File: src/rtl/ogege_pkg.sv
`default_nettype none
// ============================================================================
//  Module      : ogege_pkg
//  Description : Shared definitions for the ogege scroll command path:
//                scroll opcode, configuration field encodings, command bit
//                positions, sequencer state enum and a command packer.
//  Revision    : 1.0 - initial release
// ============================================================================
package ogege_pkg;

    // Opcode understood by text_area8x8 as "set scroll offset"
    localparam logic [3:0] SCROLL_OP    = 4'b0011;

    // Configuration register select (i_cfg_field)
    localparam logic [2:0] CFG_ENABLE   = 3'd0;
    localparam logic [2:0] CFG_VEL_X    = 3'd1;
    localparam logic [2:0] CFG_VEL_Y    = 3'd2;
    localparam logic [2:0] CFG_WRAP_X   = 3'd3;
    localparam logic [2:0] CFG_WRAP_Y   = 3'd4;
    localparam logic [2:0] CFG_OFFSET_X = 3'd5;
    localparam logic [2:0] CFG_OFFSET_Y = 3'd6;
    localparam logic [2:0] CFG_PERIOD   = 3'd7;

    // Command word layout: {op[31:28], layer[27:25], y[24:16], 6'b0, x[9:0]}
    localparam int CMD_OP_LSB    = 28;
    localparam int CMD_LAYER_LSB = 25;
    localparam int CMD_Y_LSB     = 16;
    localparam int CMD_X_LSB     = 0;

    // Scroll offset widths carried in the command
    localparam int OFF_X_W = 10;
    localparam int OFF_Y_W = 9;

    typedef enum logic [1:0] {
        IDLE   = 2'd0,
        UPDATE = 2'd1,
        EMIT   = 2'd2
    } seq_state_t;

    function automatic logic [31:0] scroll_cmd(
        input logic [2:0]         layer,
        input logic [OFF_Y_W-1:0] y,
        input logic [OFF_X_W-1:0] x
    );
        logic [31:0] cmd;
        cmd = '0;
        cmd[CMD_OP_LSB    +: 4]       = SCROLL_OP;
        cmd[CMD_LAYER_LSB +: 3]       = layer;
        cmd[CMD_Y_LSB     +: OFF_Y_W] = y;
        cmd[CMD_X_LSB     +: OFF_X_W] = x;
        return cmd;
    endfunction

endpackage
`default_nettype wire

File: src/rtl/scroll_axis_step.sv
`default_nettype none
// ============================================================================
//  Module      : scroll_axis_step
//  Description : Combinational wrap adder for one scroll axis.
//                o_next = i_offset + i_vel, folded back into [0, i_wrap].
//  Ports       : i_offset [W-1:0]  current offset
//                i_vel    [VW-1:0] signed velocity (two's complement)
//                i_wrap   [W-1:0]  largest legal offset
//                o_next   [W-1:0]  stepped and wrapped offset
//  Revision    : 1.0 - initial release
// ============================================================================
module scroll_axis_step #(
    parameter int W  = 10,
    parameter int VW = 4
) (
    input  logic [W-1:0]  i_offset,
    input  logic [VW-1:0] i_vel,
    input  logic [W-1:0]  i_wrap,
    output logic [W-1:0]  o_next
);

    // One extra bit holds the sign of the raw sum; |vel| <= wrap keeps a
    // single correction sufficient.
    logic [W:0] w_sum;
    logic [W:0] w_span;
    logic [W:0] w_fixed;
    logic       w_neg;
    logic       w_over;
    logic       w_unused_msb;

    assign w_span = {1'b0, i_wrap} + {{W{1'b0}}, 1'b1};
    assign w_sum  = {1'b0, i_offset} + {{(W + 1 - VW){i_vel[VW-1]}}, i_vel};
    assign w_neg  = w_sum[W];
    assign w_over = !w_neg && (w_sum > {1'b0, i_wrap});

    always_comb begin
        w_fixed = w_sum;
        if (w_neg) begin
            w_fixed = w_sum + w_span;
        end else if (w_over) begin
            w_fixed = w_sum - w_span;
        end
    end

    assign o_next       = w_fixed[W-1:0];
    assign w_unused_msb = w_fixed[W];

endmodule
`default_nettype wire

File: src/rtl/scroll_sequencer.sv
`default_nettype none
// ============================================================================
//  Module      : scroll_sequencer
//  Description : Per-frame scroll command generator. Holds per-layer scroll
//                offsets, velocities, wrap limits and enables; at every frame
//                end it steps the enabled layers and then emits one scroll
//                command per enabled layer over a valid/ready port.
//  Ports       : i_pix_clk, i_rst        clock, synchronous active-high reset
//                i_scan_column/i_scan_row current raster position
//                i_cfg_we/layer/field/data configuration write port
//                o_cmd_valid/i_cmd_ready/o_cmd_data  command handshake
//                o_busy         sequencer not idle
//                o_overrun      sticky: frame end seen while busy
//                o_frame_count  frames since the last period rollover
//  Revision    : 1.0 - initial release
// ============================================================================
module scroll_sequencer
    import ogege_pkg::*;
#(
    parameter int NUM_LAYERS = 4,
    parameter int HSZ        = 10,
    parameter int VSZ        = 9,
    parameter int HRES       = 640,
    parameter int VRES       = 480,
    parameter int VW         = 4,
    parameter int PW         = 6,
    parameter int WRAP_X_DEF = 671,
    parameter int WRAP_Y_DEF = 511,
    parameter int PERIOD_DEF = 60
) (
    input  logic           i_pix_clk,
    input  logic           i_rst,
    input  logic [HSZ-1:0] i_scan_column,
    input  logic [VSZ-1:0] i_scan_row,
    input  logic           i_cfg_we,
    input  logic [2:0]     i_cfg_layer,
    input  logic [2:0]     i_cfg_field,
    input  logic [15:0]    i_cfg_data,
    output logic           o_cmd_valid,
    input  logic           i_cmd_ready,
    output logic [31:0]    o_cmd_data,
    output logic           o_busy,
    output logic           o_overrun,
    output logic [PW-1:0]  o_frame_count
);

    localparam logic [2:0] c_last_idx = 3'(NUM_LAYERS - 1);

    // ---------------------------------------------------------------- state
    seq_state_t              r_state;
    logic [2:0]              r_idx;
    logic                    r_roll;
    logic [NUM_LAYERS-1:0]   r_en;
    logic [OFF_X_W-1:0]      r_off_x  [NUM_LAYERS];
    logic [OFF_Y_W-1:0]      r_off_y  [NUM_LAYERS];
    logic [VW-1:0]           r_vel_x  [NUM_LAYERS];
    logic [VW-1:0]           r_vel_y  [NUM_LAYERS];
    logic [OFF_X_W-1:0]      r_wrap_x [NUM_LAYERS];
    logic [OFF_Y_W-1:0]      r_wrap_y [NUM_LAYERS];
    logic [PW-1:0]           r_period;
    logic [PW-1:0]           r_frame_count;
    logic                    r_overrun;
    logic                    r_cmd_valid;
    logic [31:0]             r_cmd_data;
    logic                    r_busy;

    // ---------------------------------------------------------- combinational
    logic                    w_tick;
    logic                    w_rollover;
    logic                    w_cfg_layer_ok;
    logic                    w_unused;
    logic [OFF_X_W-1:0]      w_sel_off_x, w_sel_wrap_x, w_step_x;
    logic [OFF_Y_W-1:0]      w_sel_off_y, w_sel_wrap_y, w_step_y;
    logic [VW-1:0]           w_sel_vel_x, w_sel_vel_y;
    logic [OFF_X_W-1:0]      w_off_x_nxt [NUM_LAYERS];
    logic [OFF_Y_W-1:0]      w_off_y_nxt [NUM_LAYERS];
    logic                    w_first_found, w_next_found;
    logic [2:0]              w_first_idx, w_next_idx, w_tgt_idx;
    logic [OFF_X_W-1:0]      w_tgt_x;
    logic [OFF_Y_W-1:0]      w_tgt_y;
    logic [31:0]             w_tgt_cmd;

    assign w_tick = (i_scan_column == HSZ'(HRES - 1)) && (i_scan_row == VSZ'(VRES - 1));
    assign w_rollover = (r_period != '0) && (r_frame_count == (r_period - PW'(1)));
    assign w_cfg_layer_ok = ({1'b0, i_cfg_layer} < 4'(NUM_LAYERS));
    assign w_unused = &{1'b0, i_cfg_data};

    // Layer-indexed mux feeding the single pair of axis adders
    always_comb begin
        w_sel_off_x  = '0;
        w_sel_off_y  = '0;
        w_sel_vel_x  = '0;
        w_sel_vel_y  = '0;
        w_sel_wrap_x = '0;
        w_sel_wrap_y = '0;
        for (int k = 0; k < NUM_LAYERS; k++) begin
            if (r_idx == 3'(k)) begin
                w_sel_off_x  = r_off_x[k];
                w_sel_off_y  = r_off_y[k];
                w_sel_vel_x  = r_vel_x[k];
                w_sel_vel_y  = r_vel_y[k];
                w_sel_wrap_x = r_wrap_x[k];
                w_sel_wrap_y = r_wrap_y[k];
            end
        end
    end

    scroll_axis_step #(.W(OFF_X_W), .VW(VW)) u_step_x (
        .i_offset (w_sel_off_x),
        .i_vel    (w_sel_vel_x),
        .i_wrap   (w_sel_wrap_x),
        .o_next   (w_step_x)
    );

    scroll_axis_step #(.W(OFF_Y_W), .VW(VW)) u_step_y (
        .i_offset (w_sel_off_y),
        .i_vel    (w_sel_vel_y),
        .i_wrap   (w_sel_wrap_y),
        .o_next   (w_step_y)
    );

    // Next offset per layer: a software write beats the frame step
    for (genvar k = 0; k < NUM_LAYERS; k++) begin : g_layer
        logic w_wr_x, w_wr_y, w_step_here;
        assign w_wr_x = i_cfg_we && w_cfg_layer_ok && (i_cfg_layer == 3'(k))
                        && (i_cfg_field == CFG_OFFSET_X);
        assign w_wr_y = i_cfg_we && w_cfg_layer_ok && (i_cfg_layer == 3'(k))
                        && (i_cfg_field == CFG_OFFSET_Y);
        assign w_step_here = (r_state == UPDATE) && (r_idx == 3'(k)) && r_en[k];
        assign w_off_x_nxt[k] = w_wr_x ? i_cfg_data[OFF_X_W-1:0] :
                                w_step_here ? (r_roll ? '0 : w_step_x) : r_off_x[k];
        assign w_off_y_nxt[k] = w_wr_y ? i_cfg_data[OFF_Y_W-1:0] :
                                w_step_here ? (r_roll ? '0 : w_step_y) : r_off_y[k];
    end

    // Lowest enabled layer overall, and lowest enabled layer above r_idx
    always_comb begin
        w_first_found = 1'b0;
        w_first_idx   = '0;
        w_next_found  = 1'b0;
        w_next_idx    = '0;
        for (int k = NUM_LAYERS - 1; k >= 0; k--) begin
            if (r_en[k]) begin
                w_first_found = 1'b1;
                w_first_idx   = 3'(k);
            end
            if (r_en[k] && (3'(k) > r_idx)) begin
                w_next_found = 1'b1;
                w_next_idx   = 3'(k);
            end
        end
    end

    // Command for the layer about to be presented. Built from the next-cycle
    // offsets so the last UPDATE step is already visible in the first command.
    assign w_tgt_idx = (r_state == EMIT) ? w_next_idx : w_first_idx;

    always_comb begin
        w_tgt_x = '0;
        w_tgt_y = '0;
        for (int k = 0; k < NUM_LAYERS; k++) begin
            if (w_tgt_idx == 3'(k)) begin
                w_tgt_x = w_off_x_nxt[k];
                w_tgt_y = w_off_y_nxt[k];
            end
        end
    end

    assign w_tgt_cmd = scroll_cmd(w_tgt_idx, w_tgt_y, w_tgt_x);

    // --------------------------------------------------------- sequencer FSM
    always_ff @(posedge i_pix_clk) begin
        if (i_rst) begin
            r_state       <= IDLE;
            r_idx         <= '0;
            r_roll        <= 1'b0;
            r_en          <= '0;
            r_period      <= PW'(PERIOD_DEF);
            r_frame_count <= '0;
            r_overrun     <= 1'b0;
            r_cmd_valid   <= 1'b0;
            r_cmd_data    <= '0;
            r_busy        <= 1'b0;
            for (int k = 0; k < NUM_LAYERS; k++) begin
                r_off_x[k]  <= '0;
                r_off_y[k]  <= '0;
                r_vel_x[k]  <= '0;
                r_vel_y[k]  <= '0;
                r_wrap_x[k] <= OFF_X_W'(WRAP_X_DEF);
                r_wrap_y[k] <= OFF_Y_W'(WRAP_Y_DEF);
            end
        end else begin
            for (int k = 0; k < NUM_LAYERS; k++) begin
                r_off_x[k] <= w_off_x_nxt[k];
                r_off_y[k] <= w_off_y_nxt[k];
            end

            if (i_cfg_we) begin
                if (i_cfg_field == CFG_PERIOD) begin
                    r_period <= i_cfg_data[PW-1:0];
                end else if (w_cfg_layer_ok) begin
                    for (int k = 0; k < NUM_LAYERS; k++) begin
                        if (i_cfg_layer == 3'(k)) begin
                            case (i_cfg_field)
                                CFG_ENABLE: r_en[k]     <= i_cfg_data[0];
                                CFG_VEL_X:  r_vel_x[k]  <= i_cfg_data[VW-1:0];
                                CFG_VEL_Y:  r_vel_y[k]  <= i_cfg_data[VW-1:0];
                                CFG_WRAP_X: r_wrap_x[k] <= i_cfg_data[OFF_X_W-1:0];
                                CFG_WRAP_Y: r_wrap_y[k] <= i_cfg_data[OFF_Y_W-1:0];
                                default: ;
                            endcase
                        end
                    end
                end
            end

            case (r_state)
                IDLE: begin
                    if (w_tick) begin
                        r_state <= UPDATE;
                        r_idx   <= '0;
                        r_busy  <= 1'b1;
                        r_roll  <= w_rollover;
                        r_frame_count <= w_rollover ? '0 : (r_frame_count + PW'(1));
                    end
                end
                UPDATE: begin
                    if (w_tick) begin
                        r_overrun <= 1'b1;
                    end
                    if (r_idx == c_last_idx) begin
                        if (w_first_found) begin
                            r_state     <= EMIT;
                            r_idx       <= w_first_idx;
                            r_cmd_valid <= 1'b1;
                            r_cmd_data  <= w_tgt_cmd;
                        end else begin
                            r_state <= IDLE;
                            r_idx   <= '0;
                            r_busy  <= 1'b0;
                        end
                    end else begin
                        r_idx <= r_idx + 3'd1;
                    end
                end
                EMIT: begin
                    if (w_tick) begin
                        r_overrun <= 1'b1;
                    end
                    // o_cmd_valid is always high in EMIT
                    if (i_cmd_ready) begin
                        if (w_next_found) begin
                            r_idx      <= w_next_idx;
                            r_cmd_data <= w_tgt_cmd;
                        end else begin
                            r_state     <= IDLE;
                            r_idx       <= '0;
                            r_cmd_valid <= 1'b0;
                            r_busy      <= 1'b0;
                        end
                    end
                end
                default: begin
                    r_state <= IDLE;
                end
            endcase
        end
    end

    assign o_cmd_valid   = r_cmd_valid;
    assign o_cmd_data    = r_cmd_data;
    assign o_busy        = r_busy;
    assign o_overrun     = r_overrun;
    assign o_frame_count = r_frame_count;

endmodule
`default_nettype wire

File: config.mk
export PLATFORM = sky130hd
export DESIGN_NAME = scroll_sequencer
export DESIGN_NICKNAME = d
export VERILOG_FILES = /design/src/rtl/ogege_pkg.sv /design/src/rtl/scroll_axis_step.sv /design/src/rtl/scroll_sequencer.sv
export SDC_FILE = /design/constraint.sdc
export NUM_CORES = 1
export LEC_CHECK = 0
export CAP_MARGIN = 30
export CORE_MARGIN = 4
export CORE_UTILIZATION = 56
export DETAILED_ROUTE_END_ITERATION = 8
export PLACE_DENSITY = 0.78
export SETUP_SLACK_MARGIN = 0.05
export SLEW_MARGIN = 20
export SYNTH_ARGS = -nofsm -noshare
export SYNTH_HDL_FRONTEND = slang
export SYNTH_SLANG_ARGS = --single-unit
export TNS_END_PERCENT = 30
File: constraint.sdc
create_clock -name i_pix_clk -period 6.3 [get_ports i_pix_clk]
set_input_delay 0.945 -clock i_pix_clk [delete_from_list [all_inputs] [get_ports i_pix_clk]]
set_output_delay 0.945 -clock i_pix_clk [all_outputs]
set_load 0.05 [all_outputs]
## Word-level counts from Yosys, hierarchy flattened

Memory sizes are Yosys's and may differ from the RTL's.
Cells that the tools add are included.

- Bits in registers: 57
- Memory bits (writable): 184
- Bits of input ports: 45
- Output and inout port bits: 41
- Logic and storage cells: 367
- Memories kept: 6

- Add/subtract/negate cells: 11
- Order comparisons: 7
- Equal/unequal tests: 28
- Multiplexer cells: 225
- Bitwise operators: 25
- Reductions and logical operators: 52

Memory list:

| name | depth | width | read ports | clocked after memory_dff | wr ports | RTL line | text |
|---|---|---|---|---|---|---|---|
| r_off_x | 4 | 10 | 4 | 0 | 4 | scroll_sequencer.sv:54 | `logic [OFF_X_W-1:0] r_off_x [NUM_LAYERS];` |
| r_wrap_x | 4 | 10 | 4 | 0 | 4 | scroll_sequencer.sv:58 | `logic [OFF_X_W-1:0] r_wrap_x [NUM_LAYERS];` |
| r_off_y | 4 | 9 | 4 | 0 | 4 | scroll_sequencer.sv:55 | `logic [OFF_Y_W-1:0] r_off_y [NUM_LAYERS];` |
| r_wrap_y | 4 | 9 | 4 | 0 | 4 | scroll_sequencer.sv:59 | `logic [OFF_Y_W-1:0] r_wrap_y [NUM_LAYERS];` |
| r_vel_x | 4 | 4 | 4 | 0 | 4 | scroll_sequencer.sv:56 | `logic [VW-1:0] r_vel_x [NUM_LAYERS];` |
| r_vel_y | 4 | 4 | 4 | 0 | 4 | scroll_sequencer.sv:57 | `logic [VW-1:0] r_vel_y [NUM_LAYERS];` |

Operators by type and width:

| operator | count |
|---|---|
| $mux 10 | 31 |
| $mux 9 | 31 |
| $mux 32 | 4 |
| $mux 1 | 118 |
| $mux 4 | 16 |
| $pmux 32 s2 | 1 |
| $mux 3 | 12 |
| $reduce_and 5->1 | 6 |
| $logic_and 1x1->1 | 29 |
| $eq 3x2->1 const B | 8 |
| $or 1x1->1 | 24 |
| $mux 2 | 7 |
| $eq 3x1->1 const B | 4 |
| $eq 3x3->1 const B | 4 |
| $logic_not 3->1 | 4 |
| $ne 2x2->1 const B | 6 |
| $add 10x11->11 | 1 |
| $gt 11x10->1 | 1 |
| $add 10x1->10 const B | 1 |
| $add 10x10->10 | 1 |
| $add 9x10->10 | 1 |
| $eq 10x10->1 const B | 1 |
| $gt 10x9->1 | 1 |
| $sub 10x10->10 | 1 |
| 30 further kinds | 35 |

## Logic depth before layout (Yosys ltp)

- Depth after elaboration: 20
- Gate-level depth with buffers: 36

## Hierarchy

From an unflattened synthesis, not the netlist that was laid out.

- Cell total of the unflattened synthesis: 2009
- Area total of the unflattened synthesis: 16243.1 um^2

Modules (own cells, without submodules):

| module | instances | cells an instance | area an instance (um^2) | sequential area each (um^2) |
|---|---|---|---|---|
| scroll_sequencer | 1 | 1532 | 12788.5 | 5705.5 |
| scroll_axis_step at u_step_x | 1 | 249 | 1803.0 | 0.0 |
| scroll_axis_step at u_step_y | 1 | 228 | 1651.6 | 0.0 |

## Least setup slack after synthesis

OpenSTA, ideal clock, no wires.

- Path kind: reg2reg
- Start: register r_idx[0]
- End: register r_cmd_data[21], in the netlist o_cmd_data[21]
- Setup time: 0.117 ns
- Arrival time: 6.508 ns
- Required time: 6.183 ns
- Path slack: -0.326 ns
- Cell stages (with the launch flop): 37
- Path buffers: 8
- Period minus slack after synthesis: 6.626 ns
- Cells stage by stage: dfxtp_1 buf_4 buf_2 buf_2 inv_1 ha_1 buf_2 buf_1 nor2b_1 clkbuf_1 buf_1 nand3_1 a21oi_1 a21oi_1 o21ai_0 ha_1 inv_1 fa_1 nor2b_1 o21ai_0 a21boi_0 o21ai_0 nand2b_1 xor2_1 ha_1 o21ai_0 nand2b_1 a21oi_1 a41oi_1 o21ai_1 clkbuf_1 mux2_2 o21ai_0 o21ai_0 o21ai_0 o211ai_1 a32o_1

- Longest elaborated chain between the ends: 20
- Elaborated cells on any way between the ends: 75

Ends and longest elaborated chain:

| what | RTL line | text |
|---|---|---|
| start: declaration | scroll_sequencer.sv:51 | `logic [2:0] r_idx;` |
| start signal: assignment | scroll_sequencer.sv:234 | `r_idx <= w_first_idx;` |
| start signal: assignment | scroll_sequencer.sv:243 | `r_idx <= r_idx + 3'd1;` |
| start signal: assignment | scroll_sequencer.sv:253 | `r_idx <= w_next_idx;` |
| $logic_not 3->1 | scroll_sequencer.sv:97, scroll_sequencer.sv:129 |  |
| $mux 9 or $mux 4 (tied branches) (4 in a row) | scroll_sequencer.sv:97 | `if (r_idx == 3'(k)) begin` |
| $add 9x10->10 | scroll_axis_step.sv:32 | `assign w_sum = {1'b0, i_offset} + {{(W + 1 - VW){i_vel[VW-1]}}, i_vel};` |
| $gt 10x9->1 or $logic_not 1->1 (tied branches) | scroll_axis_step.sv:34 | `assign w_over = !w_neg && (w_sum > {1'b0, i_wrap});` |
| $logic_and 1x1->1 | scroll_axis_step.sv:34 |  |
| $mux 9 | scroll_axis_step.sv:40 | `end else if (w_over) begin` |
| $mux 9 | scroll_axis_step.sv:38 | `if (w_neg) begin` |
| $mux 9 (2 in a row) | scroll_sequencer.sv:133 | `w_step_here ? (r_roll ? '0 : w_step_y) : r_off_y[k];` |
| $mux 9 | scroll_sequencer.sv:132 | `assign w_off_y_nxt[k] = w_wr_y ? i_cfg_data[OFF_Y_W-1:0] :` |
| $mux 9 (4 in a row) | scroll_sequencer.sv:162 | `if (w_tgt_idx == 3'(k)) begin` |
| $mux 32 (on tied branches) | scroll_sequencer.sv:252, scroll_sequencer.sv:232 |  |
| $mux 32 (on tied branches) | scroll_sequencer.sv:251, scroll_sequencer.sv:231 |  |
| $pmux 32 s2 | scroll_sequencer.sv:217 | `case (r_state)` |
| end signal: assignment | scroll_sequencer.sv:236 | `r_cmd_data <= w_tgt_cmd;` |
| end signal: assignment | scroll_sequencer.sv:254 | `r_cmd_data <= w_tgt_cmd;` |
| end: declaration | scroll_sequencer.sv:64 | `logic [31:0] r_cmd_data;` |

Parallel ways exist; a longest one is shown, timed or not. The select of a mux whose other input is x is not followed.
A chain may end at the register's enable or synchronous reset.

## Final worst setup path

- Start: register r_idx[1]
- End: register r_cmd_data[1], in the netlist o_cmd_data[1]

- Longest elaborated chain between the ends: 20
- Elaborated cells on any way between the ends: 75

Ends and longest elaborated chain:

| what | RTL line | text |
|---|---|---|
| $logic_not 3->1 | scroll_sequencer.sv:97, scroll_sequencer.sv:129 |  |
| $mux 10 or $mux 4 (tied branches) (4 in a row) | scroll_sequencer.sv:97 |  |
| $add 10x11->11 | scroll_axis_step.sv:32 |  |
| $gt 11x10->1 or $logic_not 1->1 (tied branches) | scroll_axis_step.sv:34 |  |
| $logic_and 1x1->1 | scroll_axis_step.sv:34 |  |
| $mux 10 | scroll_axis_step.sv:40 |  |
| $mux 10 | scroll_axis_step.sv:38 |  |
| $mux 10 (2 in a row) | scroll_sequencer.sv:131 | `w_step_here ? (r_roll ? '0 : w_step_x) : r_off_x[k];` |
| $mux 10 | scroll_sequencer.sv:130 | `assign w_off_x_nxt[k] = w_wr_x ? i_cfg_data[OFF_X_W-1:0] :` |
| $mux 10 (4 in a row) | scroll_sequencer.sv:162 |  |
| $mux 32 (on tied branches) | scroll_sequencer.sv:252, scroll_sequencer.sv:232 |  |
| $mux 32 (on tied branches) | scroll_sequencer.sv:251, scroll_sequencer.sv:231 |  |
| $pmux 32 s2 | scroll_sequencer.sv:217 |  |

Parallel ways exist; a longest one is shown, timed or not. The select of a mux whose other input is x is not followed.

==> impl_metrics.yaml <==
status:
  status: "completed"
min_path:
  hold_depth: 1
  min_to: "o_cmd_data[4]"
  hp-class: "flop to flop"
  min_from: "o_cmd_data[4]"
placement:
  portBuffers: 70
  placed_cells: 2462
  gp_congestion: 1.01
  hpwl_mm: 38.4
  dpl_cell_area_um2: 17600
synthesis:
  synth_edf_count: 108
  synth_cell_type_count: 92
  syn-mean-instance-area_um2: 7.94
  synthCells: 2050
  synth_area_leader_cell: "edfxtp_1"
  netlist_area_um2: 16300
  seq_area_frac_synth_pct: 35.1
  yosys_warnings: 0
  synth.area.top_cells: "edfxtp_1, dfxtp_1, nand2_1"
  ys.flop_type: "dfxtp_1"
  synthDominantCellAreaShare_pct: 19.9
  synth-seq-cells: 231
  ys_async_sr_fraction_pct: 0
grt:
  overflow: 0
  grt_use_total_pct: 33.4
  grt_pass1_wl_mm: 84.3
  antenna_found_initial: 0
  grt_max_degree: 54
  grt_pass1_vias: 15315
final_layout:
  final_common_cell: "nand2_1"
  fin_area_um2: 18800
  layout-drive-gt1-share_pct: 10.4
  syn2layout_area_growth_pct: 15.3
  fin_cells: 2517
  final_cell_mix: "nand2_1, nor2_1, a21oi_1"
  final_util_pct: 65.3
  n_antenna_cell: 0
  nNetsFinal: 2247
setup_path:
  reg2reg_depth: 28
  crit_type: "flop to flop"
  rr_endpoint: "o_cmd_data[1]"
  crit_path_max_incr_delay_ns: 0.56
  required_ns: 6.70
  cp_top_family: "compound AO/OA/AOI/OAI gates"
  end_kind: "flop"
  arrival_ns: 6.39
  cp.depth: 28
  critPathLaunchType: "flop"
  reg2reg_setup_slack_ns: 0.32
  r2r-start: "r_idx[1]"
  path_buf_inv: 5
  path_max_fanout: 8
  crit_slowest_cell: "a2111oi_0"
sta:
  period_share_pct: 94.9
  rsz0062_at_grt: "no"
  timing.fmax_ghz: 0.167
  tightest_slew_ns: 1.05
  fin_hold_ws_ns: 0.451
  setup_violations: 0
  slew_violations: 0
  maxSlewHeadroom_pct: 29.9
  finClkSkew_ns: 0.0194
  layout_min_cycle_time_ns: 5.98
  hold_viol_final: 0
floorplan:
  start_util_pct: 56.7
  dieArea_um2: 31800
  pin_count: 86
  die_h_um: 178
  core.rowCount: 62
  fp.dieW_um: 178
  core_um2: 28700
detailed_routing:
  wl_mm: 54.4
  wl_per_cell_um: 21.6
  drc: 0
  drt_first_pass_iters: 8
  drt_iter0_markers: 2042
  drtAntennaViolNets: 0
  vias: 16389
  viasPerCell: 6.51
power_and_ir_drop:
  power_density_nw_per_um2: 209
  power_mw: 3.92
  p_leak_nw: 7.25
  peakVddDrop_v: 0.000208
clock_network:
  holdBufCountCts: 0
  htreeDepth: 1
  insertion_delay_ns: 0.55
  cts_root_buf: "clkbuf_16"
  cts_sinks: 231
  clockBufferDepth: 3
  numCtsBuffers: 25
  cts_tree: "built"
  path_clk_slew_ns: 0.06
job:
  max_cap_viol_count: 0
where the power goes:
group / leakage (nW) / switching (mW) / internal, mW
Combinational: 4.76 / 0.426 / 0.250
Sequential: 2.05 / 0.0157 / 1.61
Clock: 0.434 / 0.645 / 0.978
Total: 7.25 / 1.09 / 2.84
synth_stat cells, drive strengths merged (20+ instances only):
master / n
nor2: 184
o211ai: 20
and2: 56
clkbuf: 110
a31oi: 38
a21oi: 155
inv: 73
ha: 82
edfxtp: 108
nand3: 87
dfxtp: 123
buf: 43
nor3: 70
nand2b: 45
a211oi: 32
a21o: 27
a311oi: 23
or3: 40
nand2: 297
o21ai: 129
xnor2: 34
registers in the layout, indices dropped and copies added (netlist names), 3 cells and up:
register / flops
r_vel_y: 16
r_idx: 3
r_wrap_y: 36
o_frame_count: 6
r_period: 6
r_off_x: 40
r_off_y: 36
r_vel_x: 16
o_cmd_data: 22
r_wrap_x: 40
r_en: 4
layout make-up:
type	instances	area (um^2)
Clock inverter	15	229
Fill cell	2364	9950
Timing Repair Buffer	182	1550
Tap cell	384	480
Sequential cell	231	5710
Inverter	73	274
Clock buffer	31	678
Multi-Input combinational cell	1601	9840
stage by stage:
step	setup TNS, ns	worst slack, ns
global placement	-0.0236	-0.0236
detailed placement	-0.0455	-0.0450
floorplan	0	0.0503
CTS	0	0.0764
global route	0	0.0283
finish	0	0.320
cells by family (layout without fill, tap and decap cells):
group | after synthesis | count (layout) | share of synthesized area [%]
other | 1 | 9 | 0.0231
muxes | 13 | 13 | 0.838
buffers and inverters | 226 | 301 | 5.78
and+or+nand+nor | 877 | 877 | 25.7
adders and majority gates | 90 | 90 | 7.18
AOI/OAI and AO/OA | 562 | 562 | 22.7
xor gates and xnor gates | 50 | 50 | 2.69
DFF | 231 | 231 | 35.1
worst max path at each step:
stage | end | slack, ns | startpoint
global route | o_cmd_data[23] | 0.03 | r_idx[1]
detailed placement | o_cmd_data[6] | -0.04 | r_idx[1]
CTS | o_cmd_data[7] | 0.08 | r_idx[1]
finish | o_cmd_data[1] | 0.32 | r_idx[1]
global placement | o_cmd_data[6] | -0.02 | r_idx[1]
floorplan | o_cmd_data[5] | 0.05 | r_idx[0]
per-layer routing:
layer  wire [um]  vias up  global-route usage, %
met2       24400     1065                   53.6
met3        6800      208                   6.27
met1       20500     7610                   44.5
met4        2690        0                   14.0
li1            -     7506                      -
met5           0        -                      0
timing repair:
action,4_1_cts,5_1_grt
resized for setup,4,36
pin swaps,0,6
setup buffers,0,5
endpoints found under the setup margin,12,71
endpoints found under the hold margin,0,0
Note: power is estimated with default switching activity, not from simulation.
